$ cat src/rtl/serial_addsub_pkg.sv
// serial_addsub_pkg: shared state encoding and arithmetic helpers for the digit-serial adder
package serial_addsub_pkg;

  typedef enum logic [1:0] {IDLE, RUN, DONE} state_t;

  // Counter width for WIDTH/DIGIT digits; a single-digit operation still needs one bit.
  function automatic int cnt_width(input int width, input int digit);
    return (width / digit > 1) ? $clog2(width / digit) : 1;
  endfunction

  // Full-adder cell: returns {carry, sum}.
  function automatic logic [1:0] full_add(input logic x, input logic y, input logic ci);
    return {(x & y) | (ci & (x ^ y)), x ^ y ^ ci};
  endfunction

endpackage

$ cat src/rtl/serial_addsub_digit_adder.sv
// digit_adder: combinational DIGIT-bit ripple adder that also exposes the carry into its top bit
module digit_adder
  import serial_addsub_pkg::*;
#(
  parameter int DIGIT = 2
) (
  input  logic [DIGIT-1:0] a,
  input  logic [DIGIT-1:0] b,
  input  logic             cin,
  output logic [DIGIT-1:0] s,
  output logic             cout,
  output logic             c_top
);

  logic [DIGIT:0] c;

  // Ripple the carry through one full-adder cell per bit.
  always_comb begin
    c = '0;
    s = '0;
    c[0] = cin;
    for (int i = 0; i < DIGIT; i++) {c[i+1], s[i]} = full_add(a[i], b[i], c[i]);
  end

  assign cout  = c[DIGIT];
  assign c_top = c[DIGIT-1];

endmodule

$ cat src/rtl/serial_addsub.sv
// serial_addsub: LSB-first digit-serial adder/subtractor with IDLE/RUN/DONE sequencing
module serial_addsub
  import serial_addsub_pkg::*;
#(
  parameter int WIDTH = 8,
  parameter int DIGIT = 2
) (
  input  logic             clk,
  input  logic             rst,
  input  logic             start,
  input  logic             sub,
  input  logic [WIDTH-1:0] a,
  input  logic [WIDTH-1:0] b,
  input  logic             cin,
  output logic             busy,
  output logic             done,
  output logic [WIDTH-1:0] sum,
  output logic             cout,
  output logic             overflow
);

  localparam int N  = WIDTH / DIGIT;
  localparam int CW = cnt_width(WIDTH, DIGIT);

  if (WIDTH < 2 || DIGIT < 1 || WIDTH % DIGIT != 0) begin : g_bad_params
    $fatal(1, "serial_addsub: WIDTH must be >= 2 and a multiple of DIGIT");
  end

  state_t           state_q, state_d;
  logic [CW-1:0]    cnt_q, cnt_d;
  logic [WIDTH-1:0] a_q, a_d, b_q, b_d, sum_q, sum_d;
  logic             carry_q, carry_d, cout_q, cout_d, ovf_q, ovf_d;
  logic             busy_q, busy_d, done_q, done_d;
  logic [DIGIT-1:0] a_dig, b_dig, d_sum;
  logic             d_cout, d_ctop, last;

  assign a_dig = a_q[int'(cnt_q) * DIGIT +: DIGIT];
  assign b_dig = b_q[int'(cnt_q) * DIGIT +: DIGIT];
  assign last  = cnt_q == CW'(N - 1);

  digit_adder #(.DIGIT(DIGIT)) u_digit (
    .a    (a_dig),
    .b    (b_dig),
    .cin  (carry_q),
    .s    (d_sum),
    .cout (d_cout),
    .c_top(d_ctop)
  );

  // Next-state: capture on accept (b pre-inverted for subtract), one digit per RUN cycle, flags on the last digit.
  always_comb begin
    state_d = state_q;
    cnt_d   = cnt_q;
    a_d     = a_q;
    b_d     = b_q;
    carry_d = carry_q;
    sum_d   = sum_q;
    cout_d  = cout_q;
    ovf_d   = ovf_q;
    if (state_q == IDLE && start) begin
      state_d = RUN;
      cnt_d   = '0;
      a_d     = a;
      b_d     = sub ? ~b : b;
      carry_d = cin;
    end else if (state_q == RUN) begin
      sum_d[int'(cnt_q) * DIGIT +: DIGIT] = d_sum;
      carry_d = d_cout;
      cnt_d   = cnt_q + 1'b1;
      state_d = last ? DONE : RUN;
      cout_d  = last ? d_cout : cout_q;
      ovf_d   = last ? d_cout ^ d_ctop : ovf_q;
    end else if (state_q == DONE) begin
      state_d = IDLE;
    end
    busy_d = state_d != IDLE;
    done_d = state_d == DONE;
  end

  // State and registered outputs; reset clears everything and aborts any operation.
  always_ff @(posedge clk) begin
    if (rst) begin
      state_q <= IDLE;
      cnt_q   <= '0;
      a_q     <= '0;
      b_q     <= '0;
      carry_q <= 1'b0;
      sum_q   <= '0;
      cout_q  <= 1'b0;
      ovf_q   <= 1'b0;
      busy_q  <= 1'b0;
      done_q  <= 1'b0;
    end else begin
      state_q <= state_d;
      cnt_q   <= cnt_d;
      a_q     <= a_d;
      b_q     <= b_d;
      carry_q <= carry_d;
      sum_q   <= sum_d;
      cout_q  <= cout_d;
      ovf_q   <= ovf_d;
      busy_q  <= busy_d;
      done_q  <= done_d;
    end
  end

  assign busy     = busy_q;
  assign done     = done_q;
  assign sum      = sum_q;
  assign cout     = cout_q;
  assign overflow = ovf_q;

endmodule
$ cat config.mk
export PLATFORM = sky130hd
export DESIGN_NAME = serial_addsub
export DESIGN_NICKNAME = d
export VERILOG_FILES = /design/src/rtl/serial_addsub_pkg.sv /design/src/rtl/serial_addsub_digit_adder.sv /design/src/rtl/serial_addsub.sv
export SDC_FILE = /design/constraint.sdc
export NUM_CORES = 1
export LEC_CHECK = 0
export ABC_CLOCK_PERIOD_IN_PS = 2900
export CORE_MARGIN = 5
export CORE_UTILIZATION = 26
export CTS_BUF_LIST = sky130_fd_sc_hd__clkbuf_8 sky130_fd_sc_hd__clkbuf_16
export DETAILED_ROUTE_END_ITERATION = 16
export GPL_TIMING_DRIVEN = 0
export SLEW_MARGIN = 20
export SYNTH_ARGS = -nofsm -noshare
export SYNTH_HDL_FRONTEND = slang
export SYNTH_SLANG_ARGS = --single-unit
export TNS_END_PERCENT = 50
$ cat constraint.sdc
create_clock -name clk -period 2.9 [get_ports clk]
set_input_delay 0.58 -clock clk [delete_from_list [all_inputs] [get_ports clk]]
set_output_delay 0.58 -clock clk [all_outputs]
set_load 0.005 [all_outputs]
==> metrics <==
status=completed; CP Buf/Inv Count=1; Fin. Hold Viols=0; share of the synthesized area in the top cell type=0.418; Setup CP Type=reg2reg; post-synthesis adder-cell area fraction=0.0649; DR pass1 iterations=4; Max VDD drop=0.000227 V; critical path data required time=3.11 ns; CP max stage cell=fa_1; largest family of logic cells by synthesized area=simple AND/OR/NAND/NOR gates; commonest cells after routing, fill and taps aside=dfxtp_1 (32), clkdlybuf4s50_1 (30), nand2_1 (26), a21oi_1 (19); Crit. End Element=flop; Die Area=0.00774 mm2; Hold Crit Class=reg2reg; share of layout cells above drive strength 1=0.134; synthesized cell area=0.00158 mm2; commonest non-fill, non-tap cell in the layout=dfxtp_1; Final #Nets=230; Area contributors post-synth=dfxtp_1 (42%), nand2_1 (6.2%), a21oi_1 (6.0%); clk buf depth=2; drt drc=0; DR WL/cell=12.1 um; crit path max fanout=10; Post-Synthesis Cells=165; Die W=88.0 um; multi-input logic area=833 um2; crit path DAT=2.97 ns; max frequency=0.363 GHz; Pwr Density=487 mW/mm2; LEAKAGE=0.723 nW; CP dominant cell by count=fa_1; DR vias=1214; final global-route overflow total=0; Die Span Y=88.0 um; Top Family by Delay on Critical Path=adder cells; XOR/XNOR Fraction of Synth Area=0.0554; row count=28; Power, Total=1.01 mW; CTS buffer count=5; Ports=33; max-slew violations=0; first-pass GRT wire length=5.80 mm; maxcap violations=0; post-layout min period=2.75 ns; Synth warnings=0; Synth cell types=29; Antenna Nets Post-Route=0; DRT Wirelength=3.36 mm; fin cells=277; Worst Max-Slew Pin Slew=0.555 ns; TritonCTS clock tree=yes; Setup Fix Bufs, Post-CTS=0; initial antenna violation count=0; fin crit share=0.950; register area=664 um2; Critical Path Start Type=flop; clock sink total=33; Simple-Gate Fraction of Synth Area=0.213; reg2reg setup slack=0.15 ns; core box area=0.00592 mm2; Layout area overhead=31.2%; Via density=4.38; placed cells=270; worst skew pair latency=0.28 ns; Iter 0 DRT Violations=24; largest net degree at the start of global routing=11; # diodes=0; vias in the first global route=1234; post-synthesis sequential area ratio=0.418; Post-Route Skew=0.00655 ns; Reg clk slew, reported paths=0.06 ns; Total GRT Usage=0.0982; filler cell count=615; Synth Register Bits=33; mux cell area share after synthesis=0.0696; Initial Util=0.267; crit path cell chain=buf_6 > mux4_2 > fa_1 > fa_1 > nor4bb_2 > nand3_1 > a21oi_1; final setup fails=0; Synth area leader=dfxtp_1; I/O Buffers=30; DP HPWL=2.56 mm; syn avg cell area=9.58 um2; Max stage delay on crit path=0.56 ns; Synth Net Count=193; Slew headroom=0.630; Compound-Gate Fraction of Synth Area=0.120; Max H-tree Level=2; GPL Wtd Cong=0.777; Root Buffer Master=clkbuf_8
-- where the power goes --
group	internal [mW]	switching, mW	leakage, nW
clock	0.184	0.153	0.0485
combinational	0.0982	0.0840	0.404
sequential	0.478	0.0142	0.271
total	0.760	0.251	0.723
-- routing by layer --
metal | global-route usage | vias up | wire length (um)
met5 | 0 | - | 0
met4 | 0.0251 | 0 | 33
li1 | - | 642 | -
met3 | 0.0348 | 3 | 188
met1 | 0.125 | 546 | 1580
met2 | 0.158 | 23 | 1560
-- worst paths after layout --
kind | startpoint | end | depth (start not counted)
worst max register to register | cnt_q[0] | sum[5] | 7
worst min register to register | sum[0] | sum[0] | 2
worst min-delay path | sum[0] | sum[0] | 2
worst max-delay path | cnt_q[0] | sum[5] | 7
-- worst register-to-register path, delay by kind of cell, from the launching register on --
family	cells	cell delay, ns
adder cells (fa/ha/maj)	2	1.02
buffers and inverters	1	0.17
AND/OR/NAND/NOR	2	0.42
flip-flops	1	0.40
multiplexers	1	0.54
AO/OA/AOI/OAI	1	0.14
-- logic make-up (layout without fill, tap and decap cells) --
kind of cell / Yosys count / after routing
compound gates: 30 / 30
xor+xnor: 10 / 10
fa+ha+maj: 7 / 7
buf+inv: 16 / 53
flops: 33 / 33
mux: 6 / 6
simple gates: 63 / 63
-- Yosys cell counts --
cell and instances:
nand3b_1 4, and3b_1 2, o21ai_0 1, ha_1 5, nor4bb_1 4, nor2b_1 1
buf_6 3, mux4_2 4, nor2_2 2, buf_4 2, buf_2 2, nand4_1 2
a21oi_1 19, a211oi_1 7, nand2_1 26, mux2i_1 2, dfxtp_1 33, nor2_1 10
fa_1 2, clkbuf_2 1, nor3_1 3, a211oi_2 3, xnor2_1 10, clkbuf_1 4
nor3b_1 1, nand3_1 6, inv_1 4, or3b_4 1, nor3b_4 1
-- registers in the layout, indices dropped and copies added (netlist names), 2 cells and up --
register / cells
cnt_q: 2
state_q: 2
a_q: 8
b_q: 8
sum: 8
-- through the flow --
step | setup TNS [ns] | utilization | worst slack (ns) | cell area [um2] | hold slack, ns
2_1_floorplan | 0 | - | 0.259 | 1580 | 0.433
3_3_place_gp | -0.0322 | 0.334 | -0.0322 | 1980 | 0.441
4_1_cts | 0 | 0.348 | 0.0484 | 2060 | 0.451
3_5_place_dp | -0.0538 | 0.334 | -0.0538 | 1980 | 0.444
6_report | 0 | 0.351 | 0.145 | 2080 | 0.447
5_1_grt | -0.00895 | 0.351 | -0.00895 | 2080 | 0.476
-- what timing repair did --
item,CTS,global route
resized for setup,1,3
endpoints found under the setup margin,1,2
hold buffers,0,0
-- area by class of cell --
type,instances,area share
Buffer,12,0.0398
Inverter,4,0.00723
Tap cell,75,0.0452
Timing Repair Buffer,30,0.145
Clock inverter,1,0.00181
Multi-Input combinational cell,116,0.401
Clock buffer,6,0.0398
Sequential cell,33,0.320
(Power assumes the default switching activity.)
